<file path="src/rtl/led_pkg.sv">
// Shared definitions for the multi-channel LED blinker: mode encodings,
// field widths and small helpers used by the per-channel logic.
package led_pkg;

  // Field widths of the configuration port.
  localparam int HALF_W  = 16;
  localparam int COUNT_W = 8;
  localparam int CH_W    = 3;

  // Channel operating modes, encoded as written on the configuration port.
  typedef enum logic [1:0] {
    MODE_OFF   = 2'd0,
    MODE_ON    = 2'd1,
    MODE_BLINK = 2'd2,
    MODE_BURST = 2'd3
  } mode_e;

  // A zero half-period would never terminate a count; treat it as 1 ms.
  function automatic logic [HALF_W-1:0] eff_half(input logic [HALF_W-1:0] half);
    return (half == '0) ? HALF_W'(1) : half;
  endfunction

  // Modes in which the channel follows the 1 ms tick and reports busy.
  function automatic logic is_timed(input mode_e mode);
    return (mode == MODE_BLINK) || (mode == MODE_BURST);
  endfunction

endpackage

</file>
<file path="src/rtl/tick_gen.sv">
// Free-running prescaler producing a one-cycle strobe at TICK_HZ from CLK_HZ.
// The strobe is a decode of the counter's last value, so it is high for
// exactly one cycle per period and is low throughout reset.
module tick_gen #(
  parameter int CLK_HZ  = 12000000,
  parameter int TICK_HZ = 1000
) (
  input  logic clk_i,
  input  logic rst_ni,
  output logic tick_o
);

  // A divide ratio below 2 would make the strobe constant; clamp it.
  localparam int DIV   = (CLK_HZ / TICK_HZ < 2) ? 2 : CLK_HZ / TICK_HZ;
  localparam int CNT_W = $clog2(DIV);
  localparam logic [CNT_W-1:0] LAST = CNT_W'(DIV - 1);

  logic [CNT_W-1:0] cnt_q;
  logic [CNT_W-1:0] cnt_d;

  // Next count: wrap from DIV-1 back to zero.
  always_comb begin
    cnt_d = cnt_q + 1'b1;
    if (cnt_q == LAST) begin
      cnt_d = '0;
    end
  end

  // Prescaler register, cleared asynchronously.
  always_ff @(posedge clk_i or negedge rst_ni) begin
    if (!rst_ni) begin
      cnt_q <= '0;
    end else begin
      cnt_q <= cnt_d;
    end
  end

  assign tick_o = (cnt_q == LAST);

endmodule

</file>
<file path="src/rtl/led_blinker_multi.sv">
// Multi-channel LED driver. Each channel is configured at run time through a
// one-cycle write port and runs OFF, ON, continuous BLINK or a counted BURST,
// timed by a shared 1 ms tick. LED pins are registered and polarity-adjusted.
module led_blinker_multi
  import led_pkg::*;
#(
  parameter int CLK_HZ         = 12000000,
  parameter int NUM_CH         = 3,
  parameter bit LED_ACTIVE_LOW = 1'b1
) (
  input  logic                clk_i,
  input  logic                rst_ni,
  input  logic                cfg_we_i,
  input  logic [CH_W-1:0]     cfg_ch_i,
  input  logic [1:0]          cfg_mode_i,
  input  logic [HALF_W-1:0]   cfg_half_ms_i,
  input  logic [COUNT_W-1:0]  cfg_count_i,
  output logic [NUM_CH-1:0]   led_o,
  output logic [NUM_CH-1:0]   busy_o,
  output logic                tick_o
);

  logic tick_w;

  // Shared 1 ms time base; the tick period in clocks is CLK_HZ/1000.
  tick_gen #(
    .CLK_HZ  (CLK_HZ),
    .TICK_HZ (1000)
  ) u_tick_gen (
    .clk_i  (clk_i),
    .rst_ni (rst_ni),
    .tick_o (tick_w)
  );

  assign tick_o = tick_w;

  for (genvar gi = 0; gi < NUM_CH; gi++) begin : g_ch
    mode_e              mode_q, mode_d;
    logic [HALF_W-1:0]  half_q, half_d;
    logic [HALF_W-1:0]  ms_cnt_q, ms_cnt_d;
    logic [COUNT_W-1:0] rem_q, rem_d;
    logic               lit_q, lit_d;
    logic               led_q;
    logic               sel;

    // A write addressed to this channel; out-of-range indices match nothing.
    assign sel = cfg_we_i && (cfg_ch_i == CH_W'(gi));

    // Next state: a write reloads the channel and swallows a coincident
    // tick; otherwise timed modes advance the ms counter on each tick.
    always_comb begin
      mode_d   = mode_q;
      half_d   = half_q;
      ms_cnt_d = ms_cnt_q;
      rem_d    = rem_q;
      lit_d    = lit_q;

      if (sel) begin
        ms_cnt_d = '0;
        half_d   = eff_half(cfg_half_ms_i);
        rem_d    = '0;
        case (mode_e'(cfg_mode_i))
          MODE_OFF: begin
            mode_d = MODE_OFF;
            lit_d  = 1'b0;
          end
          MODE_ON: begin
            mode_d = MODE_ON;
            lit_d  = 1'b1;
          end
          MODE_BLINK: begin
            mode_d = MODE_BLINK;
            lit_d  = 1'b1;
          end
          MODE_BURST: begin
            if (cfg_count_i == '0) begin
              // An empty burst never starts.
              mode_d = MODE_OFF;
              lit_d  = 1'b0;
            end else begin
              mode_d = MODE_BURST;
              lit_d  = 1'b1;
              rem_d  = cfg_count_i;
            end
          end
          default: begin
            mode_d = MODE_OFF;
            lit_d  = 1'b0;
          end
        endcase
      end else if (tick_w && is_timed(mode_q)) begin
        if (ms_cnt_q == half_q - 1'b1) begin
          ms_cnt_d = '0;
          lit_d    = ~lit_q;
          // A burst counts its lit->unlit transitions and stops on the last.
          if ((mode_q == MODE_BURST) && lit_q) begin
            if (rem_q <= COUNT_W'(1)) begin
              mode_d = MODE_OFF;
              lit_d  = 1'b0;
              rem_d  = '0;
            end else begin
              rem_d = rem_q - 1'b1;
            end
          end
        end else begin
          ms_cnt_d = ms_cnt_q + 1'b1;
        end
      end
    end

    // Channel state and registered pin drive; reset leaves every LED unlit.
    always_ff @(posedge clk_i or negedge rst_ni) begin
      if (!rst_ni) begin
        mode_q   <= MODE_OFF;
        half_q   <= HALF_W'(1);
        ms_cnt_q <= '0;
        rem_q    <= '0;
        lit_q    <= 1'b0;
        led_q    <= LED_ACTIVE_LOW;
      end else begin
        mode_q   <= mode_d;
        half_q   <= half_d;
        ms_cnt_q <= ms_cnt_d;
        rem_q    <= rem_d;
        lit_q    <= lit_d;
        led_q    <= lit_q ^ LED_ACTIVE_LOW;
      end
    end

    assign led_o[gi]  = led_q;
    assign busy_o[gi] = is_timed(mode_q);
  end

endmodule

</file>
<file path="config.mk">
export PLATFORM = sky130hd
export DESIGN_NAME = led_blinker_multi
export DESIGN_NICKNAME = d
export VERILOG_FILES = /design/src/rtl/led_pkg.sv /design/src/rtl/tick_gen.sv /design/src/rtl/led_blinker_multi.sv
export SDC_FILE = /design/constraint.sdc
export NUM_CORES = 1
export LEC_CHECK = 0
export BUFFER_PORTS_ARGS = -buffer_cell sky130_fd_sc_hd__buf_4
export CORE_MARGIN = 3
export CORE_UTILIZATION = 60
export DETAILED_ROUTE_END_ITERATION = 12
export PLACE_DENSITY_LB_ADDON = 0.2
export SLEW_MARGIN = 20
export SYNTH_ARGS = -nofsm -noshare
export SYNTH_HDL_FRONTEND = slang
export SYNTH_SLANG_ARGS = --single-unit
</file>
<file path="constraint.sdc">
create_clock -name clk_i -period 3.9 [get_ports clk_i]
set_input_delay 0.78 -clock clk_i [delete_from_list [all_inputs] [get_ports clk_i]]
set_output_delay 0.78 -clock clk_i [all_outputs]
set_load 0.02 [all_outputs]
</file>
* Word level (Yosys, flattened, before mapping) *
Index checks and enable logic that the tools add are counted.

word-level totals
  bits in registers = 146
  logic and storage cells = 150

operators by class
  $add $sub $neg = 10
  reduce and logical (&&, ||, !) cells = 38
  bitwise gates (word level) = 3
  magnitude comparators = 3
  equality and inequality tests = 15
  mux-type cells = 62

operators by type and width
  operator                                                         number
  2-to-1 mux 16 bit                                                10
  2-to-1 mux 8 bit                                                 17
  adder 16 x 1 -> 16 bit (second input constant)                   3
  equality test 16 bit                                             3
  subtractor 16 x 1 -> 16 bit (second input constant)              3
  2-to-1 mux 2 bit                                                 16
  less-or-equal comparator 8 x 1 -> 1 bit (second input constant)  3
  nonzero test 2 bit                                               12
  subtractor 8 x 1 -> 8 bit (second input constant)                3
  equality test 2 bit (second input constant)                      8
  zero test 16 bit                                                 1
  2-to-1 mux 1 bit                                                 16
  adder 14 x 1 -> 14 bit (second input constant)                   1
  equality test 14 bit (second input constant)                     1
  2-to-1 mux 14 bit                                                1
  AND reduction 4 bit                                              3
  logical AND 1 bit                                                9
  AND reduction 3 bit                                              3
  zero test 8 bit                                                  1
  case mux 2 bit (4 select lines)                                  1
  AND reduction 2 bit                                              3
  equality test 3 x 1 -> 1 bit (second input constant)             1
  equality test 3 x 2 -> 1 bit (second input constant)             1
  zero test 3 bit                                                  1
  other kinds (6)                                                  10

* Logic depth before layout (Yosys ltp) *
Gate-level depths: netlist (run 1).

  word-level depth = 6
  mapped depth = 13

* Modules after synthesis *
From an unflattened synthesis (run 1), not the netlist that was laid out.

second synthesis, totals
  cells, all modules = 1044
  area, all modules = 8839.7 µm²

by module, submodules not included
  module             sequential area each (µm²)  area an instance (µm²)  cells an instance  instances
  led_blinker_multi  3310.7                      8141.6                  979                1
  tick_gen           350.3                       698.2                   65                 1

* Worst setup path after synthesis (run 1) *
No wires, ideal clock.

  path type = reg-to-reg
  start = register g_ch[2].half_q[1]
  end = register g_ch[2].rem_q[6]
  buffers on the path = 1
  arrival = 3.090 ns
  required time = 3.835 ns
  slack = 0.744 ns
  period minus slack after synthesis = 3.156 ns
  cell stages (with the launch flop) = 12
  cells stage by stage = dfrtp_1 -> inv_1 -> ha_1 -> or4b_2 -> nor4_1 -> mux2i_1 -> mux2_2 -> nand2_1 -> or4_1 -> buf_2 -> or3_1 -> nand2_1

on the way
  word-level cells in the longest chain between the ends = 4

ends and longest elaborated chain
  what                           RTL line                  text
  start: declaration             led_blinker_multi.sv:39   logic [HALF_W-1:0] half_q, half_d;
  start signal: assignment       led_blinker_multi.sv:122  half_q <= half_d;
  subtractor 16 x 1 -> 16 bit    led_blinker_multi.sv:92   if (ms_cnt_q == half_q - 1'b1) begin
  equality test 16 bit           led_blinker_multi.sv:92
  nonzero test 2 bit (no line)   -
  AND reduction 3 bit (no line)  -
  end signal: assignment         led_blinker_multi.sv:124  rem_q <= rem_d;
  end: declaration               led_blinker_multi.sv:41   logic [COUNT_W-1:0] rem_q, rem_d;

No other way between the ends.
A chain may end at the register's enable or synchronous reset.

* Final worst setup path (run 1) *
  start = register g_ch[1].half_q[2]
  end = register g_ch[1].ms_cnt_q[11]

on the way
  word-level cells in the longest chain between the ends = 5

ends and longest elaborated chain
  what                         RTL line                  text
  start: declaration           led_blinker_multi.sv:39
  start signal: assignment     led_blinker_multi.sv:122
  subtractor 16 x 1 -> 16 bit  led_blinker_multi.sv:92
  equality test 16 bit         led_blinker_multi.sv:92
  2-to-1 mux 16 bit            led_blinker_multi.sv:92
  2-to-1 mux 16 bit            led_blinker_multi.sv:91   end else if (tick_w && is_timed(mode_q)) begin
  2-to-1 mux 16 bit            led_blinker_multi.sv:58   if (sel) begin
  end signal: assignment       led_blinker_multi.sv:123  ms_cnt_q <= ms_cnt_d;
  end: declaration             led_blinker_multi.sv:40   logic [HALF_W-1:0] ms_cnt_q, ms_cnt_d;

No other way between the ends. The select of a mux whose other input is x is not followed.

==> run_results.csv, run 1 <==
group,metric,value,unit
clock_tree,ctsRootBufferMaster,"clkbuf_16",
global_route,grt_pass1_vias,7566,
critical_path,worst-setup-path-type,"flop to flop",
clock_tree,max-clock-path-buffers,2,
logic_synthesis,syn_avg_cell_area,8.51,sq um
clock_tree,cts_setup_buffers,0,
layout,fin_area,0.00997,sq mm
layout,diodes,0,
global_route,grt_usage,29.2,%
power,seqPwrFrac,40.0,%
logic_synthesis,synth_top_area_share,39.5,%
timing,min_period_over_period,92.6,%
global_route,overflow,0,
critical_path,crit_top_cell,"or3b_2",
run_status,run_status,"finished, final reports clean",
critical_path,endpoint_kind,"flop",
placed_design,gp_congestion,0.906,
timing,relSlewSlack,37.8,%
logic_synthesis,synth-simple-area-share,29.1,%
global_route,grt_pass1_wl,38300,um
critical_path,critPathLaunchType,"flop",
timing,finalMaxSlewViolations,0,
die,die_w,128,um
routing,drt_iter0_drc,660,
routing,drc,0,
placed_design,dpl.hpwl,15500,um
global_route,grt_max_degree,69,
routing,wl_per_cell,17.9,um
die,die_area,0.0163,sq mm
clock_tree,cts-buffers-inserted,17,
routing,drtPass1Iterations,5,
clock_tree,cts.repair.resized,0,
routing,final_antenna_net_count,0,
critical_path,slowest_delay,0.54,ns
timing,tightest_slew,0.933,ns
critical_path,crit_chain,"nor4_4 > nand4_1 > or3b_2 > a211oi_1 > o211a_1 > or3b_2 > nand2_1 > nor2_1",
timing,worst_slack,0.290,ns
clock_tree,cts_hold_buf,0,
logic_synthesis,ys.flop_type,"dfrtp_1",
job,maxCapViolations,0,
power,power.density,475,mW/mm^2
logic_synthesis,synth_cell_types,73,
clock_tree,clkLatencyLatePin,0.43,ns
logic_synthesis,synth_top_family_by_area,"simple AND/OR/NAND/NOR gates",
logic_synthesis,yosys_register_bits,146,
logic_synthesis,synth.area.top_cells,"dfrtp_1, nand2_1, xor2_1",
placed_design,placed_cells,1220,
layout,seq_area,0.00366,sq mm
die,die_h,128,um
layout,layout-area-overhead-vs-synth,12.5,%
logic_synthesis,synthAdderAreaFrac,2.12,%
critical_path,path_buf_inv,0,
timing,hold-worst-slack,0.337,ns
timing,min_period,3.61,ns
timing,finalSetupViolations,0,
logic_synthesis,syn-cell-area,0.00886,sq mm
routing,wl,22400,um
power,p_switching,1370,uW
critical_path,worstPathArrival,3.90,ns
layout,fin_cells,1252,
placed_design,port_buffers,38,
logic_synthesis,synth_edf_count,0,
critical_path,path_delay_family,"simple AND/OR/NAND/NOR gates",
routing,via_per_inst,6.23,
clock_tree,clkTransAtPathRegs,0.06,ns
power,cellLeakagePower,0.00444,uW
layout,fillers,1081,
worst_hold_path,hp-class,"input port to async pin",
power,intPower,3360,uW
logic_synthesis,synth_xor_area_share,9.39,%
logic_synthesis,async_flop_share,100,%
critical_path,crit_fanout,14,
clock_tree,cts_tree,"built",
die,core_area,0.0141,sq mm
critical_path,critPathRequiredTime,4.19,ns
routing,vias,7794,
power,swShare,29.0,%
power,comb_power_share,19.3,%
logic_synthesis,synth_fp_nets,1089,
logic_synthesis,yosys.area.top_type,"dfrtp_1",
die,io_pins,39,
placed_design,post-place-ws,0.346,ns
layout,nets,1106,
clock_tree,clock-sinks,146,
layout,multiInputGateArea,0.00487,sq mm
timing,max_clock_freq,277,MHz
power,p_clk_share,40.7,%
logic_synthesis,synth_mux_area_share,1.38,%
layout,final_util,70.4,%
placed_design,placed_cell_area,0.00927,sq mm
global_route,antenna_found_initial,0,
clock_tree,cts_max_level,4,
power,vdd_drop_max,352,uV
die,rows,43,
logic_synthesis,synth_cells,1042,
timing,skew,0.0102,ns
logic_synthesis,ys_seq_area_share,41.3,%
logic_synthesis,synth_compound_area_share,12.8,%
layout,drive_above_1_share,10.4,%
logic_synthesis,synth_warnings,0,
die,initial_core_util,62.6,%
timing,finalHoldViolations,0,
critical_path,cp_slowest_cell,"nor4_4",
## cells by family after synthesis
group                      after synthesis
and+or+nand+nor                        519
xor gates and xnor gates                95
buffers and inverters                   84
muxes                                   12
DFF                                    146
AOI/OAI and AO/OA                      171
adders and majority gates               15
## sequential cells by signal, indices dropped and copies added, names as in the netlist
name / cells
g_ch.ms_cnt_q: 48
g_ch.half_q: 48
g_ch.mode_q: 6
u_tick_gen.cnt_q: 14
g_ch.led_q: 3
g_ch.rem_q: 24
g_ch.lit_q: 3
## power groups by stage
stage,combinational (uW),clock [uW],sequential (uW)
finish,913,1930,1890
global route,1030,2030,1920
CTS,906,1950,1880
detailed placement,887,0,1910
global placement,863,0,1900
floorplan,709,0,1820
## metrics by stage
| stage | power [uW] | setup TNS, ns |
|---|---|---|
| after floorplan | 2530 | 0 |
| after global placement | 2760 | 0 |
| after detailed placement | 2790 | 0 |
| after CTS | 4740 | 0 |
| after global routing | 4970 | -0.000284 |
| final | 4730 | 0 |
## layer usage
| layer | routed length, um | GRT usage [%] | up-vias |
|---|---|---|---|
| met2 | 10400 | 44.6 | 280 |
| li1 | - | - | 3691 |
| met5 | 0 | 0 | - |
| met4 | 576 | 11.4 | 0 |
| met1 | 10200 | 40.9 | 3779 |
| met3 | 1310 | 6.27 | 44 |
## worst paths after layout
path,startpoint,endpoint,slack (ns),cells past startpoint
max,g_ch[1].half_q[2],g_ch[1].ms_cnt_q[11],0.29,8
min in group clk_i,g_ch[1].lit_q,g_ch[1].led_q,0.42,1
min reg2reg,g_ch[1].lit_q,g_ch[1].led_q,0.42,1
max reg2reg,g_ch[1].half_q[2],g_ch[1].ms_cnt_q[11],0.29,8
min,rst_ni,g_ch[1].ms_cnt_q[6],0.34,1
max in group asynchronous,rst_ni,g_ch[0].led_q,2.74,2
## worst reg2reg max path, stage by stage (launching register included)
cell      delay (ns)
dfrtp_1         0.48
nor4_4          0.54
nand4_1         0.28
or3b_2          0.53
a211oi_1        0.35
o211a_1         0.25
or3b_2          0.50
nand2_1         0.38
nor2_1          0.15
## layout by cell type, fill, tap and decap left out, drive strengths merged, types with 5 or more instances in the layout
cell type and n:
or2 5, a211o 6, mux2i 10, xor2 49, o31ai 5, and2 10
and3 22, nor4b 6, or4 9, or3 17, buf 50, nor2 84
nand4 19, inv 32, a21boi 5, clkbuf 22, dfrtp 140, ha 15
nand3 45, nor2b 6, a21oi 32, bufinv 7, nor4 23, or3b 6
nor3b 5, o211ai 12, dfstp 6, xnor2 46, o21ai 42, a31oi 18
nand2 206, nor3 21, o22ai 6, nand2b 16, nand3b 7
## synthesized netlist by cell type, drive strengths merged, types with 17 or more instances
master,n
nand3,45
o21ai,42
nor4,23
or3,17
clkbuf,39
a31oi,18
xnor2,46
dfrtp,140
nor2,84
a21oi,32
nand2,206
inv,32
nor3,21
xor2,49
and3,22
nand4,19
## final cells by class
| class | count | share of cell area (%) |
|---|---|---|
| Clock inverter | 10 | 2.30 |
| Multi-Input combinational cell | 812 | 48.9 |
| Sequential cell | 146 | 36.7 |
| Inverter | 32 | 1.21 |
| Clock buffer | 22 | 4.66 |
| Tap cell | 180 | 2.26 |
| Timing Repair Buffer | 50 | 3.93 |
(Power assumes the default switching activity.)
==> inputs of run 2 (changes only) <==
Clock period 3.9 ns to 3.4 ns, I/O delays scaled along.
==> run_results.csv, run 2 (synthesis results as in run 1) <==
group,metric,value,unit
global_route,grt_usage,29.9,%
layout,top_regs,"g_ch.half_q x48, g_ch.ms_cnt_q x48, g_ch.rem_q x24",
timing,finalHoldViolations,0,
timing,min_period,3.25,ns
routing,via_per_inst,6.22,
clock_tree,clock-sinks,146,
placed_design,post-place-ws,0.0636,ns
clock_tree,max-clock-path-buffers,2,
timing,finalSetupViolations,0,
clock_tree,ctsRootBufferMaster,"clkbuf_16",
clock_tree,clkLatencyLatePin,0.44,ns
global_route,antenna_found_initial,0,
timing,fin_setup_tns,0,ns
layout,layout_commonest_cell,"nand2_1",
routing,drtPass1Iterations,6,
layout,fillers,1075,
die,io_pins,39,
die,core_area,0.0141,sq mm
global_route,overflow,0,
routing,vias,7931,
timing,skew,0.00885,ns
critical_path,critPathRequiredTime,3.72,ns
global_route,grt_pass1_vias,7672,
placed_design,placed_cell_area,0.00945,sq mm
critical_path,reg2reg_slack,0.15,ns
die,initial_core_util,62.6,%
critical_path,crit_path_start,"g_ch[2].half_q[1]",
placed_design,port_buffers,38,
layout,drive_above_1_share,13.1,%
routing,wl_per_cell,18.2,um
layout,nets,1130,
die,die_area,0.0163,sq mm
die,die_h,128,um
critical_path,critPathLaunchType,"flop",
die,rows,43,
timing,tightest_slew,0.669,ns
routing,drt_iter0_drc,714,
routing,drc,0,
placed_design,dpl.hpwl,16100,um
clock_tree,cts_tree,"built",
critical_path,cp_slowest_cell,"or4b_2",
timing,max_clock_freq,307,MHz
timing,rsz0062_at_grt,"no",
power,cellLeakagePower,0.00453,uW
layout,layout-area-overhead-vs-synth,14.6,%
critical_path,slowest_delay,0.61,ns
critical_path,path_buf_inv,2,
global_route,grt_pass1_wl,39000,um
routing,wl,23300,um
job,maxCapViolations,0,
critical_path,rr_worst_depth,11,
critical_path,worst-setup-path-type,"flop to flop",
critical_path,crit_chain,"inv_1 > ha_1 > or4b_2 > nor4_1 > buf_4 > mux2i_1 > mux2_2 > nand2_1 > or4_4 > o211a_1 > or2_2",
clock_tree,clkTransAtPathRegs,0.06,ns
power,power.density,526,mW/mm^2
clock_tree,cts_max_level,4,
die,die_w,128,um
critical_path,worstPathArrival,3.57,ns
global_route,grt_max_degree,73,
worst_hold_path,hp-class,"input port to async pin",
critical_path,rr_endpoint,"g_ch[2].rem_q[4]",
clock_tree,cts-buffers-inserted,17,
critical_path,endpoint_kind,"flop",
timing,min_period_over_period,95.7,%
critical_path,path_delay_family,"simple AND/OR/NAND/NOR gates",
timing,relSlewSlack,55.1,%
placed_design,gp_congestion,0.944,
layout,diodes,0,
layout,final_cell_mix,"nand2_1, dfrtp_1, nor2_1, buf_4, xor2_1",
timing,finalMaxSlewViolations,0,
critical_path,critical_path.reg2reg.startpoint,"g_ch[2].half_q[1]",
critical_path,crit_fanout,9,
layout,fin_area,0.0102,sq mm
routing,final_antenna_net_count,0,
timing,worst_slack,0.147,ns
power,vdd_drop_max,404,uV
run_status,run_status,"finished, final reports clean",
-- run 2: cell count changes in the layout (fill, tap and decap cells not counted), moves of 2 or more --
cell / before / now
buf_12: 1 / 3
buf_4: 48 / 70
bufinv_16: 7 / 4
clkbuf_1: 3 / 0
clkinvlp_4: 0 / 4
inv_6: 0 / 2
nor4b_1: 5 / 3
nor4b_2: 1 / 3
-- run 2: metal layers --
metal	wire length, um	part of all wire (%)	vias to the layer above	GRT usage (%)
met1	10200	44	3855	40.5
met2	10900	47	270	47.1
met3	1550	6.7	59	6.81
li1	-	-	3747	-
met5	0	0	-	0
met4	633	2.7	0	11.6
-- run 2: report_power, final --
part           internal, uW  switching [uW]
combinational           484             641
clock                  1290             768
sequential             1930             234
total                  3700            1640
-- run 2: metrics by stage --
stage	util [%]	hold WS, ns	power (uW)	instances
detailed placement	66.8	0.408	3250	1241
CTS	71.4	0.281	5320	1273
global placement	66.8	0.403	3210	1241
finish	71.7	0.241	5340	1276
global route	71.7	0.299	5590	1276
floorplan	-	0.383	2900	1042
-- run 2: repair_timing --
item	in CTS	in global routing
resized for setup	1	7
setup buffers	0	3
setup endpoints to repair	2	20
hold buffers	0	0
pin swaps	0	5
-- run 2: worst max path at each step --
| stage | endpoint | slack (ns) | cells after the start |
|---|---|---|---|
| floorplan | g_ch[2].rem_q[6] | 0.24 | 11 |
| global placement | g_ch[2].rem_q[4] | 0.16 | 11 |
| detailed placement | g_ch[2].rem_q[4] | 0.06 | 11 |
| CTS | g_ch[0].rem_q[2] | 0.02 | 10 |
| global route | g_ch[1].ms_cnt_q[3] | 0.02 | 9 |
| finish | g_ch[2].rem_q[4] | 0.15 | 11 |
-- run 2: area by class of cell --
class	count	area, sq um	share of cell area (%)
Clock buffer	20	467	4.60
Clock inverter	12	178	1.75
Timing Repair Buffer	74	597	5.88
Sequential cell	146	3660	36.1
Multi-Input combinational cell	812	4900	48.3
Inverter	32	120	1.18
Tap cell	180	225	2.22
